$ cat src/rtl/aha_tlx_pulse_pacer_pkg.sv
// Shared definitions for the TLX pulse pacer: FSM state encoding and limits.
package aha_tlx_pkg;

  // Pacer FSM states.
  typedef enum logic [1:0] {
    IDLE  = 2'd0,
    PULSE = 2'd1,
    GAP   = 2'd2
  } pacer_state_e;

  // Smallest legal spacing between pulse rising edges; one PULSE cycle plus
  // at least one GAP cycle so the synchronizer sees a low between events.
  localparam int MIN_GAP_MIN = 2;

  // Largest legal spacing; the inline gap counter is 8 bits wide.
  localparam int MIN_GAP_MAX = 255;

endpackage

$ cat src/rtl/aha_tlx_pulse_pacer_if.sv
// Event-side signal bundle of the pulse pacer. The master drives event
// requests and control strobes; the slave (the pacer) drives status back.
interface aha_tlx_pulse_pacer_if #(
  parameter int CNT_WIDTH = 4
);

  logic                 EVENT_IN;
  logic                 FLUSH;
  logic                 OVERFLOW_CLR;
  logic                 PULSE_OUT;
  logic [CNT_WIDTH-1:0] PENDING;
  logic                 BUSY;
  logic                 OVERFLOW;

  modport master (
    output EVENT_IN, FLUSH, OVERFLOW_CLR,
    input  PULSE_OUT, PENDING, BUSY, OVERFLOW
  );

  modport slave (
    input  EVENT_IN, FLUSH, OVERFLOW_CLR,
    output PULSE_OUT, PENDING, BUSY, OVERFLOW
  );

endinterface

$ cat src/rtl/aha_tlx_pulse_pacer_sat_counter.sv
// Saturating up/down counter with synchronous clear. Clear is applied first,
// then inc/dec; inc and dec together leave the (cleared) value unchanged.
// ovf_attempt flags an increment that was dropped because the count was full.
module aha_tlx_sat_counter #(
  parameter int WIDTH = 4
) (
  input  logic             CLK,
  input  logic             RESETn,
  input  logic             clr,
  input  logic             inc,
  input  logic             dec,
  output logic [WIDTH-1:0] count,
  output logic [WIDTH-1:0] count_next,
  output logic             ovf_attempt
);

  localparam logic [WIDTH-1:0] CNT_MAX = '1;
  localparam logic [WIDTH-1:0] CNT_ONE = WIDTH'(1);

  logic [WIDTH-1:0] base;

  // Next-count decode: clear, then saturating increment/decrement.
  always_comb begin
    // NOTE: every combinational output gets a default first so no path can
    // leave it unassigned and infer a latch.
    base        = clr ? '0 : count;
    count_next  = base;
    ovf_attempt = 1'b0;
    unique case ({inc, dec})
      2'b10: begin
        if (base == CNT_MAX) ovf_attempt = 1'b1;
        else                 count_next  = base + CNT_ONE;
      end
      2'b01: begin
        if (base != '0) count_next = base - CNT_ONE;
      end
      default: ;
    endcase
  end

  // Count register.
  always_ff @(posedge CLK or negedge RESETn) begin
    if (!RESETn) count <= '0;
    else         count <= count_next;
  end

endmodule

$ cat src/rtl/aha_tlx_pulse_pacer.sv
// Source-domain event pacer feeding a TLX pulse synchronizer. Queues event
// requests in a saturating counter and releases them as single-cycle pulses
// whose rising edges are at least MIN_GAP cycles apart.
module aha_tlx_pulse_pacer
  import aha_tlx_pkg::*;
#(
  parameter int CNT_WIDTH = 4,
  parameter int MIN_GAP   = 4
) (
  input  logic                 CLK,
  input  logic                 RESETn,
  aha_tlx_pulse_pacer_if.slave bus
);

  // Illegal parameters stop elaboration.
  if (MIN_GAP < MIN_GAP_MIN || MIN_GAP > MIN_GAP_MAX || CNT_WIDTH < 1) begin : g_param_check
    $fatal(1, "aha_tlx_pulse_pacer: MIN_GAP must be 2..255 and CNT_WIDTH >= 1");
  end

  localparam logic [7:0] GAP_LOAD = 8'(MIN_GAP - MIN_GAP_MIN);

  pacer_state_e         state;
  logic [7:0]           gap_cnt;
  logic                 pulse_q;
  logic                 busy_q;
  logic                 overflow_q;
  logic [CNT_WIDTH-1:0] cnt;
  logic [CNT_WIDTH-1:0] cnt_next;
  logic                 ovf_attempt;
  logic                 eff_nonzero;
  logic                 launch;

  // Pending count after this cycle's FLUSH/EVENT_IN is nonzero; a launch may
  // only take from events that survive a same-cycle flush.
  assign eff_nonzero = bus.EVENT_IN || (!bus.FLUSH && (cnt != '0));
  assign launch      = eff_nonzero &&
                       ((state == IDLE) || ((state == GAP) && (gap_cnt == '0)));

  aha_tlx_sat_counter #(
    .WIDTH (CNT_WIDTH)
  ) u_pending (
    .CLK         (CLK),
    .RESETn      (RESETn),
    .clr         (bus.FLUSH),
    .inc         (bus.EVENT_IN),
    .dec         (launch),
    .count       (cnt),
    .count_next  (cnt_next),
    .ovf_attempt (ovf_attempt)
  );

  // Pacing FSM with registered PULSE_OUT/BUSY and sticky overflow flag.
  always_ff @(posedge CLK or negedge RESETn) begin
    // NOTE: the asynchronous reset branch clears every flop, so PULSE_OUT
    // drops the moment RESETn falls rather than at the next clock edge.
    if (!RESETn) begin
      state      <= IDLE;
      gap_cnt    <= '0;
      pulse_q    <= 1'b0;
      busy_q     <= 1'b0;
      overflow_q <= 1'b0;
    end else begin
      // NOTE: state flops use non-blocking assignments so every branch reads
      // the pre-edge values, independent of statement order.
      if (ovf_attempt)           overflow_q <= 1'b1;
      else if (bus.OVERFLOW_CLR) overflow_q <= 1'b0;

      unique case (state)
        IDLE: begin
          if (launch) begin
            state   <= PULSE;
            pulse_q <= 1'b1;
            busy_q  <= 1'b1;
          end else begin
            pulse_q <= 1'b0;
            busy_q  <= (cnt_next != '0);
          end
        end
        PULSE: begin
          state   <= GAP;
          gap_cnt <= GAP_LOAD;
          pulse_q <= 1'b0;
          busy_q  <= 1'b1;
        end
        GAP: begin
          if (gap_cnt != '0) begin
            gap_cnt <= gap_cnt - 8'd1;
            pulse_q <= 1'b0;
            busy_q  <= 1'b1;
          end else if (launch) begin
            state   <= PULSE;
            pulse_q <= 1'b1;
            busy_q  <= 1'b1;
          end else begin
            state   <= IDLE;
            pulse_q <= 1'b0;
            busy_q  <= (cnt_next != '0);
          end
        end
        default: begin
          state   <= IDLE;
          pulse_q <= 1'b0;
          busy_q  <= 1'b0;
        end
      endcase
    end
  end

  assign bus.PULSE_OUT = pulse_q;
  assign bus.PENDING   = cnt;
  assign bus.BUSY      = busy_q;
  assign bus.OVERFLOW  = overflow_q;

endmodule

$ cat src/flat_wrapper.sv
// flat-port wrapper written by rule: the top's interface ports become plain ports
module aha_tlx_pulse_pacer_flat import aha_tlx_pkg::*;
#(
  parameter int CNT_WIDTH = 4,
  parameter int MIN_GAP   = 4
)
  (CLK, RESETn, bus_EVENT_IN, bus_FLUSH, bus_OVERFLOW_CLR, bus_PULSE_OUT, bus_PENDING, bus_BUSY, bus_OVERFLOW);
  aha_tlx_pulse_pacer_if #(.CNT_WIDTH(CNT_WIDTH)) bus_i ();
  input  logic CLK;
  input  logic RESETn;
  input wire logic [$bits(bus_i.EVENT_IN)-1:0] bus_EVENT_IN;
  input wire logic [$bits(bus_i.FLUSH)-1:0] bus_FLUSH;
  input wire logic [$bits(bus_i.OVERFLOW_CLR)-1:0] bus_OVERFLOW_CLR;
  output wire logic [$bits(bus_i.PULSE_OUT)-1:0] bus_PULSE_OUT;
  output wire logic [$bits(bus_i.PENDING)-1:0] bus_PENDING;
  output wire logic [$bits(bus_i.BUSY)-1:0] bus_BUSY;
  output wire logic [$bits(bus_i.OVERFLOW)-1:0] bus_OVERFLOW;
  assign bus_i.EVENT_IN = bus_EVENT_IN;
  assign bus_i.FLUSH = bus_FLUSH;
  assign bus_i.OVERFLOW_CLR = bus_OVERFLOW_CLR;
  assign bus_PULSE_OUT = bus_i.PULSE_OUT;
  assign bus_PENDING = bus_i.PENDING;
  assign bus_BUSY = bus_i.BUSY;
  assign bus_OVERFLOW = bus_i.OVERFLOW;
  aha_tlx_pulse_pacer #(.CNT_WIDTH(CNT_WIDTH), .MIN_GAP(MIN_GAP)) u_core (.CLK(CLK), .RESETn(RESETn), .bus(bus_i));
endmodule
$ cat config.mk
export PLATFORM = sky130hd
export DESIGN_NAME = aha_tlx_pulse_pacer_flat
export DESIGN_NICKNAME = d
export VERILOG_FILES = /design/src/rtl/aha_tlx_pulse_pacer_pkg.sv /design/src/rtl/aha_tlx_pulse_pacer_if.sv /design/src/rtl/aha_tlx_pulse_pacer_sat_counter.sv /design/src/rtl/aha_tlx_pulse_pacer.sv /design/src/flat_wrapper.sv
export SDC_FILE = /design/constraint.sdc
export NUM_CORES = 1
export LEC_CHECK = 0
export ABC_AREA = 1
export ABC_CLOCK_PERIOD_IN_PS = 4800
export CAP_MARGIN = 30
export CORE_MARGIN = 5
export CORE_UTILIZATION = 40
export DETAILED_ROUTE_END_ITERATION = 16
export GPL_ROUTABILITY_DRIVEN = 0
export PLACE_DENSITY = 0.6
export REMOVE_ABC_BUFFERS = 1
export SYNTH_ARGS = -nofsm -noshare
export SYNTH_HDL_FRONTEND = slang
export SYNTH_SLANG_ARGS = --single-unit
export TNS_END_PERCENT = 50
$ cat constraint.sdc
create_clock -name CLK -period 4.8 [get_ports CLK]
set_clock_uncertainty 0.1 [all_clocks]
set_input_delay 0.96 -clock CLK [delete_from_list [all_inputs] [get_ports CLK]]
set_output_delay 0.96 -clock CLK [all_outputs]
set_load 0.03 [all_outputs]
==> results by group <==
Critical path
  – Critical-path cell list: clkdlybuf4s50_1, inv_2, nand2_1, nand3_2, nor2_1, nand2_1, nand2_1, ha_1, inv_1, a21oi_1, nand2_1, nand3_1, nand2_1, nand2_1, nor2_1, nor2_1
  – Nature of the critical path startpoint: primary input
  – CP top delay family: simple AND/OR/NAND/NOR gates
  – Worst-path fanout max: 5
  – Buf+Inv Stages, Crit Path: 3
  – Most used cell, CP: nand2_1
  – CP required: 4.94 ns
  – CP Capture Type: register
  – Worst EP arrival: 2.87 ns
  – WS Path Type: in -> reg
  – CP max stage cell: clkdlybuf4s50_1
  – CP peak stage delay: 0.47 ns

Clocking
  – Hold buffers post-CTS: 0
  – Postcts setup bufs: 0
  – Number of buffers created by CTS: 3
  – Clk buf depth: 2
  – Clock sinks: 17
  – H-Tree Depth: 1
  – CTS Root Cell: clkbuf_4
  – Clk_lat worst skew: 0.30 ns
  – CTS tree: yes
  – Worst-path clk slew: 0.12 ns
  – Resize count post-CTS: 0

Synthesis
  – Most frequent cell after synthesis: nand2_1
  – Synth top area share: 37.9%
  – Main flop type after synthesis: dfrtp_1
  – Mapped Area: 1120 um^2
  – Synth Instances: 146
  – Post-synth top cells: nand2_1, inv_1, dfrtp_1
  – Flops & latches, synth: 17
  – FFs w/ async S/R, synth: 100%
  – Synth warn: 0
  – Cell variety after synth: 28
  – Seq/Total Area, Yosys: 37.9%
  – Top cells by area, synth: dfrtp_1, nand2_1, inv_1
  – Syn Area/Cell: 7.70 um^2
  – Cell type with the highest aggregate area in the netlist: dfrtp_1
  – EDFF count, synth: 0

Floorplan
  – Initial core utilization: 41.1%
  – Die footprint: 3970 um^2
  – I/O Pins: 12
  – DIE HEIGHT: 63 um
  – Die Wd: 63 um
  – Placeable Area: 2730 um^2
  – # rows: 19

Timing
  – Pins over their slew limit: 0
  – Fin crit share: 56.8%
  – Max Clk Rate: 367 MHz
  – Final setup viols: 0
  – Tightest Pin Transition: 0.772 ns
  – RSZ-0062 raised after global routing: no
  – Max_slew headroom: 48.4%
  – Hold WS: 0.399 ns
  – Fin. Hold Viols: 0
  – Final critical-path required period: 2.73 ns
  – Final setup TNS: 0 ns

Pwr
  – P_leak: 0.000708 uW
  – PwrDens: 595 nW/um^2
  – Max IR drop VDD: 0.000288 V

Finish
  – Fin nets: 172
  – Share of post-route cells with drive strength above 1: 12.5%
  – Area Overhead vs Synth: 14.7%
  – Final core utilization: 47.1%
  – ANT cells: 0
  – Post-route cell area: 1290 um^2
  – Finished Layout Cells: 191

Placed design
  – DP Area: 1260 um^2
  – Placed insts: 187
  – I/O Buffers: 11
  – Final HPWL DP: 1790 um

GRT
  – Initial antenna violation count: 0
  – Gr ovfl total: 0
  – Largest net degree at the start of global routing: 18
  – Met2 Usage GRT: 20.8%
  – Met1 usage: 13.5%
  – First-pass GRT wire length: 3850 um
  – Met3 Use GR: 4.14%
  – GR Util All Layers: 12.0%
  – Grt peak-use layer: met2
  – Vias in the first global route: 919

Min path
  – Hold Path Class: reg -> reg

Drt
  – Via density: 5.00
  – DR WL/cell: 12.0 um
  – DRT Wirelength: 2290 um
  – Total number of vias: 955
  – Post-route ant nets: 0
  – DRT Pass-1 Iters: 4
  – Number of DRC markers in iteration 0: 54
  – # DRC: 0

Run status
  – Status: finished clean

Run
  – # Max-Cap Violations: 0
[final cells by class]
class,instances,area [um^2]
well taps,31,38.8
repair buffers,11,110
clock inverters,1,5.00
fillers,262,1450
multi-input cells,99,578
clock buffers,3,22.5
flip-flops and latches,17,425
inverters,29,109
[placed cells by master (no fill, tap or decap), drive strengths merged]
cell	Yosys	final
ha	6	6
clkdlybuf4s50	0	11
clkbuf	0	3
nand2	32	32
a21o	1	1
o21ai	9	9
clkinv	0	1
o31ai	1	1
a22o	1	1
a22oi	1	1
nand3	17	17
xor2	4	4
a21oi	4	4
o22ai	1	1
nor2	14	14
o21bai	1	1
nor3	2	2
inv	29	29
or2	1	1
dfrtp	17	17
nand4	4	4
[worst paths after layout]
kind                                                     from                             to  slack, ns  cells past startpoint
worst min register to register  u_core.gap_cnt[0]$_DFFE_PN0P_  u_core.gap_cnt[0]$_DFFE_PN0P_       0.40                      1
min in group asynchronous                              RESETn  u_core.gap_cnt[5]$_DFFE_PN0P_       1.00                      1
worst max register to register  u_core.gap_cnt[0]$_DFFE_PN0P_      u_core.bus.BUSY$_DFF_PN0_       2.53                     14
max in group asynchronous                              RESETn  u_core.gap_cnt[3]$_DFFE_PN0P_       3.11                      1
worst max-delay path                                bus_FLUSH      u_core.bus.BUSY$_DFF_PN0_       2.07                     16
worst min-delay path            u_core.gap_cnt[0]$_DFFE_PN0P_  u_core.gap_cnt[0]$_DFFE_PN0P_       0.40                      1
[cells by family (layout without fill, tap and decap cells)]
logic type | after synthesis | after routing | synth area share, %
AOI/OAI and AO/OA | 19 | 19 | 10.6
xor gates and xnor gates | 4 | 4 | 3.12
adders and majority gates | 6 | 6 | 6.68
buffers and inverters | 30 | 44 | 10.7
DFF | 17 | 17 | 37.9
and+or+nand+nor | 70 | 70 | 31.1
[power by group]
group | switching, uW | internal [uW] | leakage (uW) | total, uW
logic | 290 | 164 | 0.000473 | 454
clock network | 49.1 | 31.0 | 0.0000177 | 80.1
registers | 41.3 | 191 | 0.000217 | 233
total | 381 | 386 | 0.000708 | 767
[metal layers]
layer | share of wire (%) | up-vias
met5 | 0 | -
met3 | 5.2 | 4
met1 | 43 | 428
met4 | 1.4 | 0
met2 | 51 | 30
li1 | - | 493
[stage by stage]
stage	setup WS, ns	power, uW
finish	2.07	767
detailed placement	1.74	693
floorplan	2.39	568
CTS	2.06	776
global route	1.85	841
global placement	1.84	682
[state kept, by name, summed over array words and instances (netlist names)]
register,flops
u_core.u_pending.count,4
u_core.bus.BUSY,1
u_core.gap_cnt,8
u_core.bus.OVERFLOW,1
u_core.bus.PULSE_OUT,1
u_core.state,2
No activity file was read; power rests on OpenSTA's default activity.
